**src/rtl/muldiv_seq.sv**
```systemverilog
// Iterative MULT/MULTU/DIV/DIVU sequencer that owns HI/LO; one shared add/sub, one step per cycle.
// Optional macro MULDIV_CANCEL_EN adds a `cancel` input that flushes an op in RUN/FIX.
module muldiv_seq #(
    parameter int WIDTH = 32
) (
    input  logic             clk,
    input  logic             reset,
    input  logic             start,
    input  logic [1:0]       op,
    input  logic [WIDTH-1:0] a,
    input  logic [WIDTH-1:0] b,
    input  logic             mthi,
    input  logic             mtlo,
    input  logic [WIDTH-1:0] wdata,
`ifdef MULDIV_CANCEL_EN
    input  logic             cancel,
`endif
    output logic             busy,
    output logic             done,
    output logic [WIDTH-1:0] hi,
    output logic [WIDTH-1:0] lo
);
    localparam int CW = (WIDTH > 1) ? $clog2(WIDTH) : 1;

    typedef enum logic [1:0] {S_IDLE, S_RUN, S_FIX, S_DONE} state_t;

    state_t             state_q, state_d;
    logic [CW-1:0]      cnt_q, cnt_d;
    logic [WIDTH-1:0]   hi_q, hi_d, lo_q, lo_d;
    logic [WIDTH-1:0]   acc_q, acc_d;
    logic [WIDTH-1:0]   qr_q, qr_d;
    logic [WIDTH-1:0]   m_q, m_d;
    logic [WIDTH-1:0]   aorig_q, aorig_d;
    logic               is_div_q, is_div_d;
    logic               neg_res_q, neg_res_d;
    logic               neg_rem_q, neg_rem_d;
    logic               dz_q, dz_d;

    logic               cancel_w;
    logic               is_signed;
    logic [WIDTH-1:0]   abs_a, abs_b;
    logic [WIDTH:0]     add_x, add_y;
    logic [WIDTH+1:0]   add_r;
    logic [2*WIDTH-1:0] prod;

`ifdef MULDIV_CANCEL_EN
    assign cancel_w = cancel;
`else
    assign cancel_w = 1'b0;
`endif

    function automatic logic [WIDTH-1:0] cond_neg(input logic [WIDTH-1:0] x, input logic neg);
        return neg ? ((~x) + WIDTH'(1)) : x;
    endfunction

    function automatic logic [2*WIDTH-1:0] cond_neg2(input logic [2*WIDTH-1:0] x, input logic neg);
        return neg ? ((~x) + (2*WIDTH)'(1)) : x;
    endfunction

    assign is_signed = ~op[0];
    assign abs_a     = cond_neg(a, is_signed & a[WIDTH-1]);
    assign abs_b     = cond_neg(b, is_signed & b[WIDTH-1]);

    // Shared adder: multiply adds the multiplicand when the LSB of the multiplier is set;
    // divide subtracts the divisor from the remainder shifted left by one dividend bit.
    always_comb begin
        if (is_div_q) begin
            add_x = {acc_q, qr_q[WIDTH-1]};
            add_y = {1'b0, m_q};
        end else begin
            add_x = {1'b0, acc_q};
            add_y = qr_q[0] ? {1'b0, m_q} : '0;
        end
        add_r = {1'b0, add_x} + ({1'b0, add_y} ^ {(WIDTH+2){is_div_q}}) + (WIDTH+2)'(is_div_q);
    end

    assign prod = cond_neg2({acc_q, qr_q}, neg_res_q);

    always_comb begin
        state_d   = state_q;
        cnt_d     = cnt_q;
        hi_d      = hi_q;
        lo_d      = lo_q;
        acc_d     = acc_q;
        qr_d      = qr_q;
        m_d       = m_q;
        aorig_d   = aorig_q;
        is_div_d  = is_div_q;
        neg_res_d = neg_res_q;
        neg_rem_d = neg_rem_q;
        dz_d      = dz_q;
        case (state_q)
            S_IDLE: begin
                if (start && !cancel_w) begin
                    state_d   = S_RUN;
                    cnt_d     = '0;
                    acc_d     = '0;
                    is_div_d  = op[1];
                    m_d       = op[1] ? abs_b : abs_a;
                    qr_d      = op[1] ? abs_a : abs_b;
                    aorig_d   = a;
                    neg_res_d = is_signed & (a[WIDTH-1] ^ b[WIDTH-1]);
                    neg_rem_d = is_signed & a[WIDTH-1];
                    dz_d      = op[1] & (b == '0);
                end else if (!start) begin
                    if (mthi) hi_d = wdata;
                    if (mtlo) lo_d = wdata;
                end
            end
            S_RUN: begin
                if (cancel_w) begin
                    state_d = S_IDLE;
                    cnt_d   = '0;
                end else begin
                    if (is_div_q) begin
                        // Restoring step: keep the difference only when no borrow occurred.
                        acc_d = add_r[WIDTH+1] ? add_x[WIDTH-1:0] : add_r[WIDTH-1:0];
                        qr_d  = {qr_q[WIDTH-2:0], ~add_r[WIDTH+1]};
                    end else begin
                        acc_d = add_r[WIDTH:1];
                        qr_d  = {add_r[0], qr_q[WIDTH-1:1]};
                    end
                    cnt_d = cnt_q + CW'(1);
                    if (cnt_q == CW'(WIDTH-1)) begin
                        state_d = S_FIX;
                        cnt_d   = '0;
                    end
                end
            end
            S_FIX: begin
                if (cancel_w) begin
                    state_d = S_IDLE;
                end else begin
                    state_d = S_DONE;
                    if (!is_div_q) begin
                        hi_d = prod[2*WIDTH-1:WIDTH];
                        lo_d = prod[WIDTH-1:0];
                    end else if (dz_q) begin
                        hi_d = aorig_q;
                        lo_d = '1;
                    end else begin
                        hi_d = cond_neg(acc_q, neg_rem_q);
                        lo_d = cond_neg(qr_q, neg_res_q);
                    end
                end
            end
            S_DONE: state_d = S_IDLE;
            default: state_d = S_IDLE;
        endcase
    end

    always_ff @(posedge clk or posedge reset) begin
        if (reset) begin
            state_q <= S_IDLE;
            cnt_q   <= '0;
            hi_q    <= '0;
            lo_q    <= '0;
        end else begin
            state_q <= state_d;
            cnt_q   <= cnt_d;
            hi_q    <= hi_d;
            lo_q    <= lo_d;
        end
    end

    // Operand/datapath registers are only meaningful once an op has been launched.
    always_ff @(posedge clk) begin
        acc_q     <= acc_d;
        qr_q      <= qr_d;
        m_q       <= m_d;
        aorig_q   <= aorig_d;
        is_div_q  <= is_div_d;
        neg_res_q <= neg_res_d;
        neg_rem_q <= neg_rem_d;
        dz_q      <= dz_d;
    end

    assign busy = (state_q != S_IDLE);
    assign done = (state_q == S_DONE);
    assign hi   = hi_q;
    assign lo   = lo_q;

endmodule

```
**config.mk**
```make
export PLATFORM = sky130hd
export DESIGN_NAME = muldiv_seq
export DESIGN_NICKNAME = d
export VERILOG_FILES = /design/src/rtl/muldiv_seq.sv
export SDC_FILE = /design/constraint.sdc
export NUM_CORES = 1
export LEC_CHECK = 0
export BUFFER_PORTS_ARGS = -buffer_cell sky130_fd_sc_hd__buf_2
export CORE_AREA = 3 3 191 193
export CTS_BUF_LIST = sky130_fd_sc_hd__clkbuf_8
export DETAILED_ROUTE_END_ITERATION = 8
export DIE_AREA = 0 0 194 196
export HOLD_SLACK_MARGIN = 0.1
export PLACE_DENSITY = 0.72
export SYNTH_ARGS = -nofsm -noshare
export SYNTH_HDL_FRONTEND = slang
export SYNTH_SLANG_ARGS = --single-unit
```
**constraint.sdc**
```tcl
create_clock -name clk -period 8.9 [get_ports clk]
set_input_delay 2.67 -clock clk [delete_from_list [all_inputs] [get_ports clk]]
set_output_delay 2.67 -clock clk [all_outputs]
set_load 0.005 [all_outputs]
```
==> results.sh <==
export IMPL_status="complete, no violations"
export IMPL_yosys_area_top_type="edfxtp_1"
export IMPL_cts_made_buffers=38
export IMPL_syn_inst=1798
export IMPL_detail_route_wl_per_cell_um=23.7
export IMPL_ios=169
export IMPL_min_path_type="reg -> reg"
export IMPL_synthXorXnorAreaFrac_pct=9.30
export IMPL_die_area_mm2=0.0380
export IMPL_cap_violations=0
export IMPL_endpoint_kind="flop"
export IMPL_startpoint_type="flop"
export IMPL_grt_max_degree=83
export IMPL_row_count=68
export IMPL_start_util_pct=45.3
export IMPL_antenna_cells=0
export IMPL_ys_ff_latch=203
export IMPL_worst_setup_path_type="reg -> reg"
export IMPL_gp_congestion=1.02
export IMPL_cts_htree_levels=2
export IMPL_die_x_um=194
export IMPL_synth_compound_area_share_pct=22.2
export IMPL_die_h_um=196
export IMPL_drc=0
export IMPL_vias=15200
export IMPL_synth_top_family_by_area="compound AO/OA/AOI/OAI gates"
export IMPL_fin_nets=2027
export IMPL_finalSetupTns_ns=0
export IMPL_synthesis_nets=1943
export IMPL_yosysMostFrequentCell="nand2_1"
export IMPL_setup_violations_final=0
export IMPL_yosys_warnings=0
export IMPL_grt_first_pass_wirelength_um=85200
export IMPL_met3_usage_pct=5.96
export IMPL_skew_ns=0.0195
export IMPL_grt_pass1_vias=14200
export IMPL_cts_sinks=203
export IMPL_detail_route_vias_per_cell=6.44
export IMPL_post_cts_buffers=0
export IMPL_synth_cell_types=81
export IMPL_synth_common_cells="nand2_1, o21ai_0, edfxtp_1"
export IMPL_tightestPinTransition_ns=1.18
export IMPL_gr_total_overflow=0
export IMPL_muxShareOfSynthArea_pct=7.38
export IMPL_required_ns=9.21
export IMPL_total_power_mw=6.40
export IMPL_busiest_layer="met2"
export IMPL_clk_pin_slew_ns=0.06
export IMPL_relSlewSlack_pct=21.3
export IMPL_hold_buffers=0
export IMPL_drt_iter0_drc=2058
export IMPL_wirelength_um=56000
export IMPL_syn_cell_area_mm2=0.0157
export IMPL_synthAdderAreaFrac_pct=3.39
export IMPL_dpl_hpwl_um=41800
export IMPL_synth_main_ff_cell="edfxtp_1"
export IMPL_slew_viol_final=0
export IMPL_cp_arrival_ns=6.15
export IMPL_rsz0062_at_grt="no"
export IMPL_cts_root_buf="clkbuf_8"
export IMPL_p_leak_nw=6.85
export IMPL_synthTopCellsByArea="edfxtp_1, dfrtp_1, o21ai_0, xnor2_1, mux2i_1"
export IMPL_syn2layout_area_growth_pct=10.9
export IMPL_drive_above_1_share_pct=15.8
export IMPL_grtUsageMet2_pct=44.5
export IMPL_ir_drop_mv=0.278
export IMPL_postCtsResizedCells=0
export IMPL_synth_edf_count=132
export IMPL_finalHoldViolations=0
export IMPL_critPathMaxFanout=82
export IMPL_yosysSeqAreaShare_pct=36.5
export IMPL_antenna_found_initial=1
export IMPL_synth_simple_area_share_pct=17.0
export IMPL_power_density_mw_per_mm2=367
export IMPL_fmax_mhz=171
export IMPL_core_mm2=0.0347
export IMPL_port_buffers=168
export IMPL_met1_usage_pct=39.1
export IMPL_cts_path_max_buffers=3
export IMPL_drt_pass1_iterations=5
export IMPL_period_needed_ns=5.83
export IMPL_async_flop_share_pct=35.0
export IMPL_avgSynthCellArea_um2=8.75
export IMPL_clkLatencyLatePin_ns=0.57
export IMPL_fin_crit_sh_pct=65.5
export IMPL_globalRouteTotalUtil_pct=28.2
export IMPL_cts_tree="built"
export IMPL_ant_nets=0
export IMPL_synth_top_cell_area_share_pct=25.2
sequential cells by signal (all words and copies together), names as in the netlist:
signal / cells
qr_q: 32
state_q: 2
acc_q: 32
lo: 32
m_q: 32
dz_q: 1
neg_res_q: 1
hi: 32
is_div_q: 1
neg_rem_q: 1
cnt_q: 5
aorig_q: 32
critical path, stage by stage, from the launching register on:
cell,delay (ns)
edfxtp_1,0.32
buf_4,0.70
inv_1,0.37
buf_4,0.32
a21boi_0,0.34
inv_1,0.08
ha_1,0.32
a31oi_1,0.20
o21ai_0,0.32
a211oi_1,0.42
o22a_1,0.69
nand2_1,0.79
o221a_2,0.57
o21a_1,0.10
metal layers:
layer | up-vias | wire, µm
met5 | - | 17
met4 | 2 | 1770
met3 | 126 | 6260
met2 | 886 | 25300
met1 | 7356 | 22700
li1 | 6856 | -
kinds of logic (layout without fill, tap and decap cells):
| group | after synthesis | count (layout) |
|---|---|---|
| AOI/OAI and AO/OA | 556 | 556 |
| adders and majority gates | 42 | 42 |
| muxes | 112 | 112 |
| buffers and inverters | 173 | 285 |
| xor gates and xnor gates | 167 | 167 |
| DFF | 203 | 203 |
| and+or+nand+nor | 545 | 545 |
final cells by class:
| type | count | area, µm² |
|---|---|---|
| Timing Repair Buffer | 188 | 991 |
| Tap cell | 455 | 569 |
| Inverter | 29 | 109 |
| Multi-Input combinational cell | 1422 | 9350 |
| Fill cell | 3323 | 17300 |
| Clock buffer | 41 | 564 |
| Clock inverter | 27 | 119 |
| Sequential cell | 203 | 5740 |
metrics by stage:
stage | setup slack [ns] | std cells | hold slack, ns | utilization, % | cell area [µm²]
2_1_floorplan | 3.74 | 1798 | 0.472 | - | 15700
3_3_place_gp | 3.36 | 2297 | 0.464 | 48.3 | 16800
3_5_place_dp | 3.19 | 2297 | 0.469 | 48.3 | 16800
4_1_cts | 3.19 | 2365 | 0.483 | 50.3 | 17400
5_1_grt | 2.67 | 2365 | 0.507 | 50.3 | 17400
6_report | 3.07 | 2365 | 0.478 | 50.3 | 17400
placed cells by master, fill, tap and decap left out, types with 22 or more instances in the layout:
| cell | n |
|---|---|
| clkbuf_8 | 41 |
| xor2_1 | 71 |
| nor3b_1 | 28 |
| nand2_1 | 211 |
| xnor2_1 | 96 |
| mux2i_1 | 80 |
| or3_1 | 22 |
| buf_2 | 168 |
| mux2_2 | 32 |
| o22ai_1 | 45 |
| nand3_1 | 26 |
| edfxtp_1 | 132 |
| o21ai_0 | 181 |
| nor3_1 | 41 |
| inv_1 | 36 |
| ha_1 | 39 |
| a21oi_1 | 114 |
| nor2_1 | 103 |
| dfrtp_1 | 71 |
| o31ai_1 | 30 |
where the power goes:
| group | switching [mW] | total [mW] | internal [mW] | leakage (nW) |
|---|---|---|---|---|
| combinational | 2.16 | 3.48 | 1.32 | 4.33 |
| clock | 0.418 | 0.843 | 0.426 | 0.381 |
| sequential | 0.541 | 2.07 | 1.53 | 2.13 |
path summary, 6_finish.rpt:
path	start	end	slack, ns	depth (start not counted)
max	is_div_q	acc_q[27]	3.07	13
min	lo[24]	lo[24]	0.48	2
max reg2reg	is_div_q	acc_q[27]	3.07	13
min reg2reg	lo[24]	lo[24]	0.48	2
max in group asynchronous	reset	hi[7]	5.91	3
min in group asynchronous	reset	cnt_q[3]	2.38	3
No activity file was read; power rests on OpenSTA's default activity.
